`src/rtl/regfile_wb_arbiter_if.sv`:
```
// ---------------------------------------------------------------------------
// regfile_wb_arbiter_if
//
// Bundles every non-clock signal of the register-file writeback arbiter.
//
//   ALU writeback port : alu_valid, alu_rd, alu_data   -> alu_ready
//   LSU writeback port : lsu_valid, lsu_rd, lsu_data   -> lsu_ready
//   Regfile write port : rd_we, writeReg, writeData       (arbiter output)
//   Scoreboard         : issue_valid, issue_rd            (mark busy)
//                        chk_rs1, chk_rs2 -> rs1_busy, rs2_busy
//   Statistics         : conflict_cnt
//
// Modports:
//   master - the pipeline side (drives requests, issue and hazard queries)
//   slave  - the arbiter itself
// ---------------------------------------------------------------------------
interface regfile_wb_arbiter_if #(
  parameter int XLEN  = 32,
  parameter int CNT_W = 16
) ();

  // ALU writeback request
  logic             alu_valid;
  logic [4:0]       alu_rd;
  logic [XLEN-1:0]  alu_data;
  logic             alu_ready;

  // Load-unit writeback request
  logic             lsu_valid;
  logic [4:0]       lsu_rd;
  logic [XLEN-1:0]  lsu_data;
  logic             lsu_ready;

  // Registered regfile write port
  logic             rd_we;
  logic [4:0]       writeReg;
  logic [XLEN-1:0]  writeData;

  // Scoreboard set / query
  logic             issue_valid;
  logic [4:0]       issue_rd;
  logic [4:0]       chk_rs1;
  logic [4:0]       chk_rs2;
  logic             rs1_busy;
  logic             rs2_busy;

  // Number of cycles in which both requesters competed
  logic [CNT_W-1:0] conflict_cnt;

  modport master (
    output alu_valid, alu_rd, alu_data,
    output lsu_valid, lsu_rd, lsu_data,
    output issue_valid, issue_rd, chk_rs1, chk_rs2,
    input  alu_ready, lsu_ready,
    input  rd_we, writeReg, writeData,
    input  rs1_busy, rs2_busy, conflict_cnt
  );

  modport slave (
    input  alu_valid, alu_rd, alu_data,
    input  lsu_valid, lsu_rd, lsu_data,
    input  issue_valid, issue_rd, chk_rs1, chk_rs2,
    output alu_ready, lsu_ready,
    output rd_we, writeReg, writeData,
    output rs1_busy, rs2_busy, conflict_cnt
  );

endinterface

```
`src/rtl/regfile_wb_arbiter.sv`:
```
// ---------------------------------------------------------------------------
// regfile_wb_arbiter
//
// Merges the ALU and load-unit writeback streams onto the single regfile
// write port and tracks which architectural registers still have a write
// in flight.
//
// Ports:
//   clk  - single clock, all state updates on the rising edge
//   rst  - asynchronous, active-high reset
//   bus  - regfile_wb_arbiter_if.slave (requests, write port, scoreboard,
//          conflict counter; see the interface file for the signal list)
//
// Behaviour summary:
//   * ready is combinational from the two valids and a round-robin pointer;
//     at most one ready is high, and none while rst is high.
//   * An accepted request is registered onto rd_we/writeReg/writeData at the
//     same edge (1-cycle latency, one write per cycle sustained). Writes to
//     x0 are accepted but leave rd_we low.
//   * The pointer moves to the other source after every accepted transfer,
//     so a loser of one conflict is guaranteed to win the next.
//   * Busy bits are set by issue and cleared by the committing write; a
//     simultaneous set and clear of the same register leaves it busy.
//   * conflict_cnt counts cycles with both valids high and saturates.
// ---------------------------------------------------------------------------
module regfile_wb_arbiter #(
  parameter int XLEN  = 32,
  parameter int CNT_W = 16
) (
  input  logic                   clk,
  input  logic                   rst,
  regfile_wb_arbiter_if.slave    bus
);

  // Round-robin pointer: names the source that wins the next conflict.
  typedef enum logic {
    SRC_ALU = 1'b0,
    SRC_LSU = 1'b1
  } src_e;

  // -------------------------------------------------------------------------
  // State
  // -------------------------------------------------------------------------
  src_e             ptr_q,   ptr_d;
  logic             rd_we_q, rd_we_d;
  logic [4:0]       wreg_q,  wreg_d;
  logic [XLEN-1:0]  wdata_q, wdata_d;
  logic [CNT_W-1:0] cnt_q,   cnt_d;
  logic [31:0]      busy_q,  busy_d;

  // -------------------------------------------------------------------------
  // Arbitration
  // -------------------------------------------------------------------------
  logic            both_valid;
  logic            alu_grant;
  logic            lsu_grant;
  logic            xfer;
  logic [4:0]      sel_rd;
  logic [XLEN-1:0] sel_data;

  assign both_valid = bus.alu_valid & bus.lsu_valid;

  // A lone requester always wins; on a conflict the pointer decides.
  // Reset masks both grants so nothing is accepted while rst is high.
  assign alu_grant = ~rst & bus.alu_valid & (~bus.lsu_valid | (ptr_q == SRC_ALU));
  assign lsu_grant = ~rst & bus.lsu_valid & (~bus.alu_valid | (ptr_q == SRC_LSU));
  assign xfer      = alu_grant | lsu_grant;

  assign bus.alu_ready = alu_grant;
  assign bus.lsu_ready = lsu_grant;

  // Grants are mutually exclusive, so a two-way mux is enough.
  assign sel_rd   = lsu_grant ? bus.lsu_rd   : bus.alu_rd;
  assign sel_data = lsu_grant ? bus.lsu_data : bus.alu_data;

  always_comb begin
    ptr_d   = ptr_q;
    rd_we_d = 1'b0;
    wreg_d  = wreg_q;
    wdata_d = wdata_q;

    if (xfer) begin
      // Hand the next conflict to whichever source did not just win.
      ptr_d   = lsu_grant ? SRC_ALU : SRC_LSU;
      // x0 writes are consumed but never reach the regfile; the address and
      // data registers still follow the accepted request.
      rd_we_d = (sel_rd != 5'd0);
      wreg_d  = sel_rd;
      wdata_d = sel_data;
    end
  end

  // -------------------------------------------------------------------------
  // Conflict counter (saturating)
  // -------------------------------------------------------------------------
  always_comb begin
    cnt_d = cnt_q;
    if (both_valid && (cnt_q != {CNT_W{1'b1}})) begin
      cnt_d = cnt_q + CNT_W'(1);
    end
  end

  // -------------------------------------------------------------------------
  // Scoreboard
  //
  // The clear comes from the registered write port: the regfile commits the
  // write at the edge where rd_we is high, so that same edge retires the
  // pending entry. Set is OR-ed in after the clear so a new issue to the
  // register being retired keeps it busy.
  // -------------------------------------------------------------------------
  generate
    for (genvar gi = 0; gi < 32; gi++) begin : g_busy
      if (gi == 0) begin : g_zero
        // x0 is never a real destination, so it can never be pending.
        assign busy_d[gi] = 1'b0;
      end else begin : g_reg
        logic set_hit;
        logic clr_hit;

        assign set_hit    = bus.issue_valid & (bus.issue_rd == 5'(gi));
        assign clr_hit    = rd_we_q & (wreg_q == 5'(gi));
        assign busy_d[gi] = set_hit | (busy_q[gi] & ~clr_hit);
      end
    end
  endgenerate

  // No bypass: a write committing this cycle still reports busy until the
  // edge has retired it.
  assign bus.rs1_busy = busy_q[bus.chk_rs1];
  assign bus.rs2_busy = busy_q[bus.chk_rs2];

  // -------------------------------------------------------------------------
  // Registers
  // -------------------------------------------------------------------------
  always_ff @(posedge clk or posedge rst) begin
    if (rst) begin
      ptr_q   <= SRC_ALU;
      rd_we_q <= 1'b0;
      wreg_q  <= 5'd0;
      wdata_q <= '0;
      cnt_q   <= '0;
      busy_q  <= '0;
    end else begin
      ptr_q   <= ptr_d;
      rd_we_q <= rd_we_d;
      wreg_q  <= wreg_d;
      wdata_q <= wdata_d;
      cnt_q   <= cnt_d;
      busy_q  <= busy_d;
    end
  end

  // -------------------------------------------------------------------------
  // Outputs
  // -------------------------------------------------------------------------
  assign bus.rd_we        = rd_we_q;
  assign bus.writeReg     = wreg_q;
  assign bus.writeData    = wdata_q;
  assign bus.conflict_cnt = cnt_q;

endmodule

```
`src/flat_wrapper.sv`:
```
// flat-port wrapper written by rule: the top's interface ports become plain ports
module regfile_wb_arbiter_flat 
#(
  parameter int XLEN  = 32,
  parameter int CNT_W = 16
)
  (clk, rst, bus_alu_valid, bus_alu_rd, bus_alu_data, bus_lsu_valid, bus_lsu_rd, bus_lsu_data, bus_issue_valid, bus_issue_rd, bus_chk_rs1, bus_chk_rs2, bus_alu_ready, bus_lsu_ready, bus_rd_we, bus_writeReg, bus_writeData, bus_rs1_busy, bus_rs2_busy, bus_conflict_cnt);
  regfile_wb_arbiter_if #(.XLEN(XLEN), .CNT_W(CNT_W)) bus_i ();
  input  logic clk;
  input  logic rst;
  input wire logic [$bits(bus_i.alu_valid)-1:0] bus_alu_valid;
  input wire logic [$bits(bus_i.alu_rd)-1:0] bus_alu_rd;
  input wire logic [$bits(bus_i.alu_data)-1:0] bus_alu_data;
  input wire logic [$bits(bus_i.lsu_valid)-1:0] bus_lsu_valid;
  input wire logic [$bits(bus_i.lsu_rd)-1:0] bus_lsu_rd;
  input wire logic [$bits(bus_i.lsu_data)-1:0] bus_lsu_data;
  input wire logic [$bits(bus_i.issue_valid)-1:0] bus_issue_valid;
  input wire logic [$bits(bus_i.issue_rd)-1:0] bus_issue_rd;
  input wire logic [$bits(bus_i.chk_rs1)-1:0] bus_chk_rs1;
  input wire logic [$bits(bus_i.chk_rs2)-1:0] bus_chk_rs2;
  output wire logic [$bits(bus_i.alu_ready)-1:0] bus_alu_ready;
  output wire logic [$bits(bus_i.lsu_ready)-1:0] bus_lsu_ready;
  output wire logic [$bits(bus_i.rd_we)-1:0] bus_rd_we;
  output wire logic [$bits(bus_i.writeReg)-1:0] bus_writeReg;
  output wire logic [$bits(bus_i.writeData)-1:0] bus_writeData;
  output wire logic [$bits(bus_i.rs1_busy)-1:0] bus_rs1_busy;
  output wire logic [$bits(bus_i.rs2_busy)-1:0] bus_rs2_busy;
  output wire logic [$bits(bus_i.conflict_cnt)-1:0] bus_conflict_cnt;
  assign bus_i.alu_valid = bus_alu_valid;
  assign bus_i.alu_rd = bus_alu_rd;
  assign bus_i.alu_data = bus_alu_data;
  assign bus_i.lsu_valid = bus_lsu_valid;
  assign bus_i.lsu_rd = bus_lsu_rd;
  assign bus_i.lsu_data = bus_lsu_data;
  assign bus_i.issue_valid = bus_issue_valid;
  assign bus_i.issue_rd = bus_issue_rd;
  assign bus_i.chk_rs1 = bus_chk_rs1;
  assign bus_i.chk_rs2 = bus_chk_rs2;
  assign bus_alu_ready = bus_i.alu_ready;
  assign bus_lsu_ready = bus_i.lsu_ready;
  assign bus_rd_we = bus_i.rd_we;
  assign bus_writeReg = bus_i.writeReg;
  assign bus_writeData = bus_i.writeData;
  assign bus_rs1_busy = bus_i.rs1_busy;
  assign bus_rs2_busy = bus_i.rs2_busy;
  assign bus_conflict_cnt = bus_i.conflict_cnt;
  regfile_wb_arbiter #(.XLEN(XLEN), .CNT_W(CNT_W)) u_core (.clk(clk), .rst(rst), .bus(bus_i));
endmodule
```
`config.mk`:
```
export PLATFORM = sky130hd
export DESIGN_NAME = regfile_wb_arbiter_flat
export DESIGN_NICKNAME = d
export VERILOG_FILES = /design/src/rtl/regfile_wb_arbiter_if.sv /design/src/rtl/regfile_wb_arbiter.sv /design/src/flat_wrapper.sv
export SDC_FILE = /design/constraint.sdc
export NUM_CORES = 1
export LEC_CHECK = 0
export BUFFER_PORTS_ARGS = -buffer_cell sky130_fd_sc_hd__buf_2
export CORE_MARGIN = 2
export CORE_UTILIZATION = 30
export CTS_BUF_LIST = sky130_fd_sc_hd__clkbuf_2
export CTS_CLUSTER_DIAMETER = 150
export CTS_CLUSTER_SIZE = 8
export DETAILED_ROUTE_END_ITERATION = 6
export PLACE_DENSITY = 0.58
export RECOVER_POWER = 25
export SETUP_SLACK_MARGIN = 0.15
export SYNTH_ARGS = -nofsm -noshare
export SYNTH_HDL_FRONTEND = slang
export SYNTH_SLANG_ARGS = --single-unit
```
`constraint.sdc`:
```
create_clock -name clk -period 2.29 [get_ports clk]
set_input_delay 0.229 -clock clk [delete_from_list [all_inputs] [get_ports clk]]
set_output_delay 0.229 -clock clk [all_outputs]
set_load 0.02 [all_outputs]
```
==> impl_results.md <==
- Post-Layout Cell Count: 834
- Number of nets in the finished design: 744
- Required time of the worst setup path: 2.81 ns
- Failing checks: negative setup slack
- Upper clock frequency limit: 415.1 MHz
- Global-route wire length before repair: 22.19 mm
- Via count of the first global-routing pass: about 4,400
- Setup ws final: -0.1191 ns
- Synth-to-layout area growth: 45.59%
- Start of the worst register-to-register path: u_core.ptr_q
- Slew at the pin with the worst max-slew slack: 1.132 ns
- GPL Wtd Cong: 0.8389
- R2r endpoint: u_core.bus.writeData[21]
- Proportion of netlist area held by the largest area contributor: 49.94%
- Via density per instance: 5.396
- I/O pin count: 152
- Mapped Area: 0.004309 mm²
- Count of flip-flops with a built-in enable after synthesis: 0
- Sequential-to-total area share from yosys stat: between 40% and 50%
- Final cycle utilization of the critical path: 105.2%
- H-tree lvl count: 3
- Maximum number of buffers from clock root to sink: 2
- Post-detailed-route wirelength per cell: 17.01 µm
- CTS clock-pin slew for the worst setup and hold paths: 0.23 ns
- Floorplan die area: 0.01534 mm²
- Unrepaired setup endpoints after global routing: true
- Status: finished with violations
- Pre-antenna DRT Iters: 7
- Timing startpoint of the critical path: rst
- Initial standard-cell utilization of the core: 30.92%
- Via count of the routed design: approximately 4,500
- Inst Count DP: 730
- Length in cells of the worst reg-to-reg path: 6
- Number of antenna violations at the first check in global routing: 0
- Share of the core filled with cells in the final layout: 45.02%
- Post-place setup slack: 0.3578 ns
- Overflow left after global routing: 0
- Total detailed-routing wirelength: 14.19 mm
- Total clock buffers created by CTS: 9
- Synthesized Nets: 509
- Port buffer count: 151
- Type of the worst setup path: input port to flop
- Leakage power: 2.937 nW
- Number of register bits inferred by synthesis: 86
- Worst skew pair latency: 0.58 ns
- Setup skew after layout: around 0.019 ns
- Clock period minus final worst setup slack: 2.409 ns
- Commonest cells in the synthesized netlist: sky130_fd_sc_hd__dfrtp_1 (86), sky130_fd_sc_hd__o21ai_0 (68), sky130_fd_sc_hd__inv_1 (37)
- Number of DRC violations after detailed routing: 0
- Number of antenna-violating nets in the routed design: 0
- TritonCTS clock tree: built
- Synth Area per Inst: 10.41 µm²
- Ys flop type: sky130_fd_sc_hd__dfrtp_1
- Post-Synthesis Cells: 414
- Sum of internal, switching and leakage power: approximately 4.6 mW
- Reg2Reg Setup Slack: roughly 0.25 ns
- Antenna cells: 0
- Cell types occupying the most area after synthesis: sky130_fd_sc_hd__dfrtp_1 (50%), sky130_fd_sc_hd__o21ai_0 (7.9%), sky130_fd_sc_hd__a222oi_1 (7.4%)
- Timing endpoint of the critical path: u_core.bus.writeData[21]
- Number of clock sinks seen by CTS: 86
- Post-Route Hold Slack: 0.1303 ns
- Cell type with the highest aggregate area in the netlist: sky130_fd_sc_hd__dfrtp_1
- Number of different library cells in the post-synthesis netlist: between 40 and 50
- Critical path launch point type: input port
- Number of max-cap violations: 0
- Ratio of cells with drive above 1 in the final layout: between 30% and 40%
- Crit path max fanout: 19
- Iteration-0 DRC Markers: 448
- Slew Limit Fails: 0
- Fraction of registers with async set/reset: 100.0%
- Finish-stage setup viols: 22
- Most frequent cell after synthesis: sky130_fd_sc_hd__dfrtp_1
- GRT Total Usage: 18.79%
- Arr. time, crit path: 2.93 ns
- Tightest slew margin relative to the limit: 24.52%
- Power per cell area: about 740 mW/mm²
- Root Buffer Master: sky130_fd_sc_hd__clkbuf_2
- HPWL reported at the end of detailed placement: 9.673 mm
- Path class of the lowest-slack min-delay path: input port to flop
- Die Wd: 123.9 µm
- Chip height: about 120 µm
- Number of hold violations in the final report: 0
- Pin count of the biggest net entering global routing: 46
- Num rows: 43
- Placeable core region: 0.01393 mm²
- Warnings from Yosys: 0
- Worst supply voltage drop on vdd: between 0.3 and 0.4 mV
- Element type at the critical path end: flop
==> worst min-delay path by stage <==
stage | cells after the start | startpoint | end
2_1_floorplan | 2 | bus_alu_data[31] | u_core.bus.writeData[31]
3_3_place_gp | 2 | rst | u_core.bus.conflict_cnt[4]
3_5_place_dp | 2 | rst | u_core.bus.conflict_cnt[4]
4_1_cts | 4 | bus_lsu_valid | u_core.ptr_q
5_1_grt | 4 | bus_lsu_valid | u_core.ptr_q
6_report | 4 | bus_lsu_valid | u_core.ptr_q
==> cells by family (layout without fill, tap and decap cells) <==
family                     Yosys count  in the layout  synth area share (%)
xor gates and xnor gates            15             15                 3.049
DFF                                 86             86                 49.94
adders and majority gates            1              1                0.2903
muxes                               31             31                 9.030
and+or+nand+nor                    103            103                 13.91
buffers and inverters               58            297                 5.139
AOI/OAI and AO/OA                  120            121                 18.64
==> final cells by class <==
type                    instances  area (µm²)
well taps                     180       225.2
clock buffers                  10       50.05
inverters                      37       140.1
multi-input cells             271        1981
flip-flops and latches         86        2152
clock inverters                 6       62.56
repair buffers                244        1663
fillers                      1312        7661
==> layout by cell type (no fill, tap or decap), types with 2 or more instances in the layout <==
master	Yosys	layout
sky130_fd_sc_hd__nor4_1	3	3
sky130_fd_sc_hd__nand2b_1	11	11
sky130_fd_sc_hd__a21oi_1	7	5
sky130_fd_sc_hd__nand3_1	17	17
sky130_fd_sc_hd__a211oi_1	2	2
sky130_fd_sc_hd__nand3b_1	3	3
sky130_fd_sc_hd__nand2_1	19	19
sky130_fd_sc_hd__nor3b_1	2	2
sky130_fd_sc_hd__xor2_1	14	14
sky130_fd_sc_hd__o21ai_0	68	68
sky130_fd_sc_hd__inv_1	37	36
sky130_fd_sc_hd__or2_2	4	4
sky130_fd_sc_hd__a22oi_1	4	4
sky130_fd_sc_hd__a221oi_1	2	2
sky130_fd_sc_hd__nor2b_1	9	9
sky130_fd_sc_hd__buf_4	0	7
sky130_fd_sc_hd__mux4_2	6	6
sky130_fd_sc_hd__clkbuf_2	0	12
sky130_fd_sc_hd__a222oi_1	32	32
sky130_fd_sc_hd__nor3_1	5	5
sky130_fd_sc_hd__nand4b_1	2	2
sky130_fd_sc_hd__nor2_1	11	11
sky130_fd_sc_hd__nand4_1	8	8
sky130_fd_sc_hd__dfrtp_1	86	86
sky130_fd_sc_hd__mux2i_1	22	22
sky130_fd_sc_hd__clkbuf_1	17	2
sky130_fd_sc_hd__clkinvlp_4	0	2
sky130_fd_sc_hd__or4_1	2	2
sky130_fd_sc_hd__buf_2	3	148
sky130_fd_sc_hd__dlygate4sd3_1	0	84
==> per-layer routing <==
layer / track usage [%] / share of wire (%) / up-vias
li1: - / - / 2016
met1: 24.61 / 42 / 2192
met2: 30.08 / 47 / 261
met3: 4.258 / 8.7 / 31
met4: 7.599 / 2.6 / 0
met5: 0 / 0 / -
==> worst max-delay path: stages <==
cell and delay [ns]:
sky130_fd_sc_hd__dlygate4sd3_1 0.52, sky130_fd_sc_hd__clkbuf_1 0.14, sky130_fd_sc_hd__clkinvlp_2 0.53, sky130_fd_sc_hd__o21ai_4 0.41, sky130_fd_sc_hd__buf_4 0.33, sky130_fd_sc_hd__a222oi_1 0.10, sky130_fd_sc_hd__dlygate4sd3_1 0.58, sky130_fd_sc_hd__inv_1 0.07
==> registers in the layout, indices dropped and copies added, names as in the netlist <==
signal,cells
u_core.bus.writeReg,5
u_core.bus.rd_we,1
u_core.busy_q,31
u_core.bus.writeData,32
u_core.bus.conflict_cnt,16
u_core.ptr_q,1
==> what timing repair did <==
item                       in CTS  in global routing
buffers inserted                3                  0
gates resized for setup         2                  2
hold endpoints to repair      104                  0
setup endpoints to repair       2                 25
gates cloned                    0                  1
pin swaps                       1                  0
hold buffers                   84                  0
==> report_power, final <==
part / switching, mW / leakage [nW] / internal, mW
clock: 0.536 / 0.0656 / 0.252
combinational: 0.823 / 1.87 / 0.770
sequential: 0.346 / 1.00 / 1.89
==> per-stage QoR <==
step / TNS [ns] / instance area, µm²
after global routing: -4.396 / 6274
after global placement: 0 / 5283
after CTS: -0.1675 / 6265
after detailed placement: 0 / 5283
final: -1.737 / 6274
after floorplan: 0 / 4339
Note: power is estimated with default switching activity, not from simulation.
